<file path="config.mk">
export PLATFORM = sky130hd
export DESIGN_NAME = baud_tick_gen_flat
export DESIGN_NICKNAME = d
export VERILOG_FILES = /design/src/rtl/baud_tick_gen_if.sv /design/src/rtl/baud_tick_gen.sv /design/src/flat_wrapper.sv
export SDC_FILE = /design/constraint.sdc
export NUM_CORES = 1
export LEC_CHECK = 0
export ABC_AREA = 0
export CORE_UTILIZATION = 35
export DETAILED_ROUTE_END_ITERATION = 7
export SLEW_MARGIN = 20
export SYNTH_ARGS = -nofsm -noshare
export SYNTH_HDL_FRONTEND = slang
export SYNTH_SLANG_ARGS = --single-unit
export TNS_END_PERCENT = 100
</file>
<file path="constraint.sdc">
create_clock -name clk_in -period 3 [get_ports clk_in]
set_input_delay 0.9 -clock clk_in [delete_from_list [all_inputs] [get_ports clk_in]]
set_output_delay 0.9 -clock clk_in [all_outputs]
set_load 0.02 [all_outputs]
</file>
<file path="src/rtl/baud_tick_gen_if.sv">
// Configuration handshake bundle for baud_tick_gen: divisor offer with valid/ready
// and a one-cycle reject pulse back to the requester.
interface baud_tick_gen_if #(
  parameter int DIV_WIDTH  = 16,
  parameter int FRAC_WIDTH = 4
);
  logic [DIV_WIDTH-1:0]  cfg_int_in;
  logic [FRAC_WIDTH-1:0] cfg_frac_in;
  logic                  cfg_valid_in;
  logic                  cfg_ready_out;
  logic                  cfg_err_out;

  modport master (
    output cfg_int_in,
    output cfg_frac_in,
    output cfg_valid_in,
    input  cfg_ready_out,
    input  cfg_err_out
  );

  modport slave (
    input  cfg_int_in,
    input  cfg_frac_in,
    input  cfg_valid_in,
    output cfg_ready_out,
    output cfg_err_out
  );
endinterface

</file>
<file path="src/rtl/baud_tick_gen.sv">
// Fractional-N baud tick generator: oversample, mid-bit sample and bit ticks with a
// shadowed, runtime-loadable divisor and a phase-resync input for RX start edges.
module baud_tick_gen #(
  parameter int DIV_WIDTH    = 16,
  parameter int FRAC_WIDTH   = 4,
  parameter int OVERSAMPLING = 8,
  parameter int DEFAULT_INT  = 54,
  parameter int DEFAULT_FRAC = 4
) (
  input  logic                            clk_in,
  input  logic                            nrst_in,
  input  logic                            enable_in,
  input  logic                            sync_in,
  baud_tick_gen_if.slave                  cfg,
  output logic                            os_tick_out,
  output logic                            sample_tick_out,
  output logic                            bit_tick_out,
  output logic [$clog2(OVERSAMPLING)-1:0] os_phase_out
);

  localparam int CNT_W = DIV_WIDTH + 1;
  localparam int PH_W  = $clog2(OVERSAMPLING);
  localparam logic [PH_W-1:0] SAMPLE_PHASE = PH_W'(OVERSAMPLING / 2 - 1);
  localparam logic [PH_W-1:0] BIT_PHASE    = PH_W'(OVERSAMPLING - 1);

  logic [CNT_W-1:0]      cnt;
  logic [FRAC_WIDTH-1:0] acc;
  logic                  carry;
  logic [PH_W-1:0]       phase;

  logic [DIV_WIDTH-1:0]  int_active;
  logic [FRAC_WIDTH-1:0] frac_active;
  logic [DIV_WIDTH-1:0]  int_shadow;
  logic [FRAC_WIDTH-1:0] frac_shadow;
  logic                  shadow_valid;
  logic                  cfg_err_q;

  logic [CNT_W-1:0]      period;
  logic                  terminal;
  logic                  cfg_xfer;
  logic                  cfg_ok;
  logic                  apply_now;
  logic [FRAC_WIDTH:0]   frac_sum;

  always_comb begin
    period    = {1'b0, int_active} + CNT_W'(carry);
    terminal  = (cnt == period - CNT_W'(1));
    cfg_xfer  = cfg.cfg_valid_in && !shadow_valid;
    cfg_ok    = (cfg.cfg_int_in >= DIV_WIDTH'(2));
    frac_sum  = {1'b0, acc} + {1'b0, frac_active};
    // While running, a pending shadow only swaps in on a real (non-synced) boundary.
    apply_now = shadow_valid && (enable_in ? (terminal && !sync_in) : 1'b1);
  end

  always_ff @(posedge clk_in or negedge nrst_in) begin
    if (!nrst_in) begin
      cnt             <= '0;
      acc             <= '0;
      carry           <= 1'b0;
      phase           <= '0;
      os_tick_out     <= 1'b0;
      sample_tick_out <= 1'b0;
      bit_tick_out    <= 1'b0;
    end else begin
      os_tick_out     <= 1'b0;
      sample_tick_out <= 1'b0;
      bit_tick_out    <= 1'b0;
      if (!enable_in || sync_in) begin
        cnt   <= '0;
        acc   <= '0;
        carry <= 1'b0;
        phase <= '0;
      end else if (terminal) begin
        os_tick_out     <= 1'b1;
        sample_tick_out <= (phase == SAMPLE_PHASE);
        bit_tick_out    <= (phase == BIT_PHASE);
        cnt             <= '0;
        phase           <= phase + PH_W'(1);
        // A freshly applied divisor starts with a clean fractional history.
        if (apply_now) begin
          acc   <= '0;
          carry <= 1'b0;
        end else begin
          {carry, acc} <= frac_sum;
        end
      end else begin
        cnt <= cnt + CNT_W'(1);
      end
    end
  end

  always_ff @(posedge clk_in or negedge nrst_in) begin
    if (!nrst_in) begin
      int_active   <= DIV_WIDTH'(DEFAULT_INT);
      frac_active  <= FRAC_WIDTH'(DEFAULT_FRAC);
      int_shadow   <= '0;
      frac_shadow  <= '0;
      shadow_valid <= 1'b0;
      cfg_err_q    <= 1'b0;
    end else begin
      cfg_err_q <= 1'b0;
      if (apply_now) begin
        int_active   <= int_shadow;
        frac_active  <= frac_shadow;
        shadow_valid <= 1'b0;
      end else if (cfg_xfer) begin
        if (cfg_ok) begin
          int_shadow   <= cfg.cfg_int_in;
          frac_shadow  <= cfg.cfg_frac_in;
          shadow_valid <= 1'b1;
        end else begin
          cfg_err_q <= 1'b1;
        end
      end
    end
  end

  assign os_phase_out      = phase;
  assign cfg.cfg_ready_out = !shadow_valid;
  assign cfg.cfg_err_out   = cfg_err_q;

endmodule
</file>
<file path="src/flat_wrapper.sv">
// flat-port wrapper written by rule: the top's interface ports become plain ports
module baud_tick_gen_flat 
#(
  parameter int DIV_WIDTH    = 16,
  parameter int FRAC_WIDTH   = 4,
  parameter int OVERSAMPLING = 8,
  parameter int DEFAULT_INT  = 54,
  parameter int DEFAULT_FRAC = 4
)
  (clk_in, nrst_in, enable_in, sync_in, os_tick_out, sample_tick_out, bit_tick_out, os_phase_out, cfg_cfg_int_in, cfg_cfg_frac_in, cfg_cfg_valid_in, cfg_cfg_ready_out, cfg_cfg_err_out);
  baud_tick_gen_if #(.DIV_WIDTH(DIV_WIDTH), .FRAC_WIDTH(FRAC_WIDTH)) cfg_i ();
  input  logic clk_in;
  input  logic nrst_in;
  input  logic enable_in;
  input  logic sync_in;
  output logic os_tick_out;
  output logic sample_tick_out;
  output logic bit_tick_out;
  output logic [$clog2(OVERSAMPLING)-1:0] os_phase_out;
  input wire logic [$bits(cfg_i.cfg_int_in)-1:0] cfg_cfg_int_in;
  input wire logic [$bits(cfg_i.cfg_frac_in)-1:0] cfg_cfg_frac_in;
  input wire logic [$bits(cfg_i.cfg_valid_in)-1:0] cfg_cfg_valid_in;
  output wire logic [$bits(cfg_i.cfg_ready_out)-1:0] cfg_cfg_ready_out;
  output wire logic [$bits(cfg_i.cfg_err_out)-1:0] cfg_cfg_err_out;
  assign cfg_i.cfg_int_in = cfg_cfg_int_in;
  assign cfg_i.cfg_frac_in = cfg_cfg_frac_in;
  assign cfg_i.cfg_valid_in = cfg_cfg_valid_in;
  assign cfg_cfg_ready_out = cfg_i.cfg_ready_out;
  assign cfg_cfg_err_out = cfg_i.cfg_err_out;
  baud_tick_gen #(.DIV_WIDTH(DIV_WIDTH), .FRAC_WIDTH(FRAC_WIDTH), .OVERSAMPLING(OVERSAMPLING), .DEFAULT_INT(DEFAULT_INT), .DEFAULT_FRAC(DEFAULT_FRAC)) u_core (.clk_in(clk_in), .nrst_in(nrst_in), .enable_in(enable_in), .sync_in(sync_in), .cfg(cfg_i), .os_tick_out(os_tick_out), .sample_tick_out(sample_tick_out), .bit_tick_out(bit_tick_out), .os_phase_out(os_phase_out));
endmodule
</file>
==> reports/summary.txt <==
Status -> finished with violations
Failing checks -> setup timing
Core area -> 0.0104 mm2
Mapped Nets -> 365
Util after Layout -> 45.9%
# clock sinks -> 70
Kind of critical path -> flip-flop to flip-flop
EDFF count, synth -> 0
Peak VDD IR -> 338 uV
Setup-violating endpoint count in the final report -> 20
Reg2reg end -> u_core.int_active[10]$_DFFE_PN0P_
Syn. warnings -> 0
Routed WL -> 8.00 mm
RSZ-0062 raised after global routing -> yes
Crit. End Element -> flip-flop
Fillers -> 985
Mapped Cells -> 329
Leakage -> 2.01 nW
Cells after DPL -> 504
PortBufs -> 32
Max-slew violations -> 0
TritonCTS clock tree -> built
First-pass GRT wire length -> 13.7 mm
Worst EP arrival -> 3.35 ns
Top cells by area, synth -> dfrtp_1 43%, mux2_4 7.9%, mux2_2 5.9%, xor2_1 4.8%, xnor2_1 4.4%
Internal power -> 2.20 mW
Max Root-Sink Buffers -> 2
Final cell count without fillers -> 527
Layout Skew -> 0.00894 ns
Gr usage total -> 15.6%
Setup crit start -> u_core.int_active[0]$_DFFE_PN0P_
CP Launch Type -> flip-flop
Htree depth -> 3
P per Cell Area -> 680 mW/mm2
Root buf cell -> clkbuf_8
Hold_buf cts -> 0
Count of cell types in the netlist -> 54
Seq/Total Area, Yosys -> 46.2%
Yosys top cell area share -> 42.8%
Dpl hpwl -> 5.68 mm
Vias/cell -> 5.09
Initial DRC count -> 120
Vias -> 2684
Synth-to-Final Area Change -> 25.7%
Post-synth ARST share -> 100%
DRC viols -> 0
Accumulated negative setup slack -> -1.73 ns
# IOs -> 33
Routed WL per cell -> 15.2 um
Vias in the first global route -> 2712
Antenna-violating nets left -> 0
Seq pwr share -> 40.8%
Overall die width -> 106 um
Num CTS Buffers -> 9
Reg2reg start -> u_core.int_active[0]$_DFFE_PN0P_
Slew @ Worst Pin -> 0.779 ns
Hold crit path type -> flip-flop to flip-flop
Global route overflow -> 0
Final period util -> 104%
Die Area -> 0.0113 mm2
FMAX -> 0.321 GHz
CP endpoint -> u_core.int_active[10]$_DFFE_PN0P_
Initial antenna violation count -> 0
# Max-Cap Violations -> 0
Number of diodes -> 0
Clock transition at path regs -> 0.08 ns
Yosys reg bits -> 70
Final Hold Fails -> 0
Row Count -> 37
RD Place Congestion -> 0.904
Setup WS post-layout -> -0.118 ns
Clock network power share -> 24.0%
NumNets Final -> 422
Post-synth top area cell -> dfrtp_1
Post-synth top cells -> 65 x dfrtp_1, 34 x nor2_1, 21 x xor2_1
Final min period -> 3.12 ns
Crit Path Max Fanout -> 5
Synth Cell Area -> 0.00380 mm2
DRT Pass-1 Iters -> 4
R2R Setup Slk -> -0.12 ns
Sw Ratio -> 32.2%
Layout cells sized above 1 -> 28.9%
R2R cell count -> 13
Avg Synthesized Cell Area -> 11.6 um2
Switching Power -> 1.05 mW
Post-synth top flop -> dfrtp_1
Largest net degree at the start of global routing -> 71
Place WS -> -0.0788 ns
Worst endpoint required time -> 3.23 ns
Initial Utilization -> 36.5%
Skew-Pair Late Insertion Delay -> 0.35 ns
Power consumption -> 3.25 mW
Comb pwr share -> 35.3%
Most common cell in the synthesized netlist -> dfrtp_1
Die H -> 106 um
Worst slew margin -> 47.4%
[placed cells by master (no fill, tap or decap), drive strengths merged, types with 5 or more instances in the layout]
cell           synthesis  layout
dfrtp                 65      65
dfstp                  5       5
nand4                  9       9
nor2                  34      34
or4                    5       5
a21oi                  6       6
nor4                  11      11
xnor2                 19      19
mux2i                  7       7
clkbuf                10      11
buf                    8      32
xor2                  21      21
inv                    7       8
nor3                   7       7
mux2                  40      40
ha                    10      10
nand2                  7       7
nand3                  8       8
clkdlybuf4s50          0      31
[power by group through the flow]
stage               Sequential (mW)  Clock, mW  Combinational [mW]
floorplan                      1.28          0               0.740
global placement               1.33          0                1.01
detailed placement             1.34          0                1.03
CTS                            1.32      0.800                1.10
global route                   1.36      0.854                1.24
finish                         1.33      0.779                1.15
[cells by family (layout without fill, tap and decap cells)]
group / after synthesis / after routing / synth area share (%)
AO/OA/AOI/OAI: 28 / 28 / 5.95
XOR/XNOR: 40 / 40 / 9.21
adder cells (fa/ha/maj): 11 / 11 / 3.82
buffers and inverters: 25 / 87 / 3.65
flip-flops: 70 / 70 / 46.2
multiplexers: 47 / 47 / 15.7
AND/OR/NAND/NOR: 108 / 108 / 15.5
[routing by layer]
layer / wire length (um) / track usage, % / share of wire, %
met5: 0 / 0 / 0
met1: 3790 / 20.8 / 47
met2: 3790 / 25.4 / 47
met3: 261 / 2.45 / 3.3
met4: 150 / 6.25 / 1.9
[worst max-delay path, stage by stage (launching register included)]
cell	delay (ns)
dfrtp_1	0.40
inv_2	0.07
ha_4	0.14
ha_4	0.12
or3b_4	0.37
or4_1	0.47
o211a_1	0.16
a211oi_2	0.21
nand4_1	0.20
a21oi_2	0.23
buf_4	0.15
buf_12	0.09
buf_16	0.11
mux2_4	0.29
[worst min path at each step]
stage | startpoint | cells after the start | endpoint | slack, ns
floorplan | u_core.frac_shadow[2]$_DFFE_PN0P_ | 1 | u_core.frac_active[2]$_DFFE_PN1P_ | 0.48
global placement | u_core.int_shadow[14]$_DFFE_PN0P_ | 1 | u_core.int_active[14]$_DFFE_PN0P_ | 0.49
detailed placement | u_core.int_shadow[3]$_DFFE_PN0P_ | 1 | u_core.int_active[3]$_DFFE_PN0P_ | 0.49
CTS | u_core.int_shadow[11]$_DFFE_PN0P_ | 1 | u_core.int_active[11]$_DFFE_PN0P_ | 0.51
global route | u_core.int_shadow[7]$_DFFE_PN0P_ | 1 | u_core.int_active[7]$_DFFE_PN0P_ | 0.52
finish | u_core.int_shadow[11]$_DFFE_PN0P_ | 1 | u_core.int_active[11]$_DFFE_PN0P_ | 0.51
[state kept, by name, summed over array words and instances (netlist names), 3 cells and up]
register	cells
u_core.int_shadow	16
u_core.acc	4
u_core.frac_shadow	4
u_core.frac_active	4
u_core.cnt	17
u_core.os_phase_out	3
u_core.int_active	16
[final cells by class]
cell class | instances | area, um2 | share of cell area, %
clock buffers | 11 | 141 | 2.96
clock inverters | 5 | 57.6 | 1.20
inverters | 7 | 26.3 | 0.550
multi-input cells | 234 | 1980 | 41.5
flip-flops and latches | 70 | 1760 | 36.8
well taps | 136 | 170 | 3.56
repair buffers | 64 | 642 | 13.4
[timing repair]
| action | 4_1_cts | 5_1_grt |
|---|---|---|
| cloned | 2 | 0 |
| gates resized for setup | 11 | 7 |
| pin swaps | 6 | 7 |
| setup buffers | 3 | 3 |
| setup endpoints to repair | 43 | 24 |
[metrics by stage]
stage          cell area [um2]  hold slack [ns]
2_1_floorplan             3800            0.477
3_3_place_gp              4400            0.493
3_5_place_dp              4400            0.490
4_1_cts                   4740            0.508
5_1_grt                   4780            0.516
6_report                  4780            0.505
(Power assumes the default switching activity.)
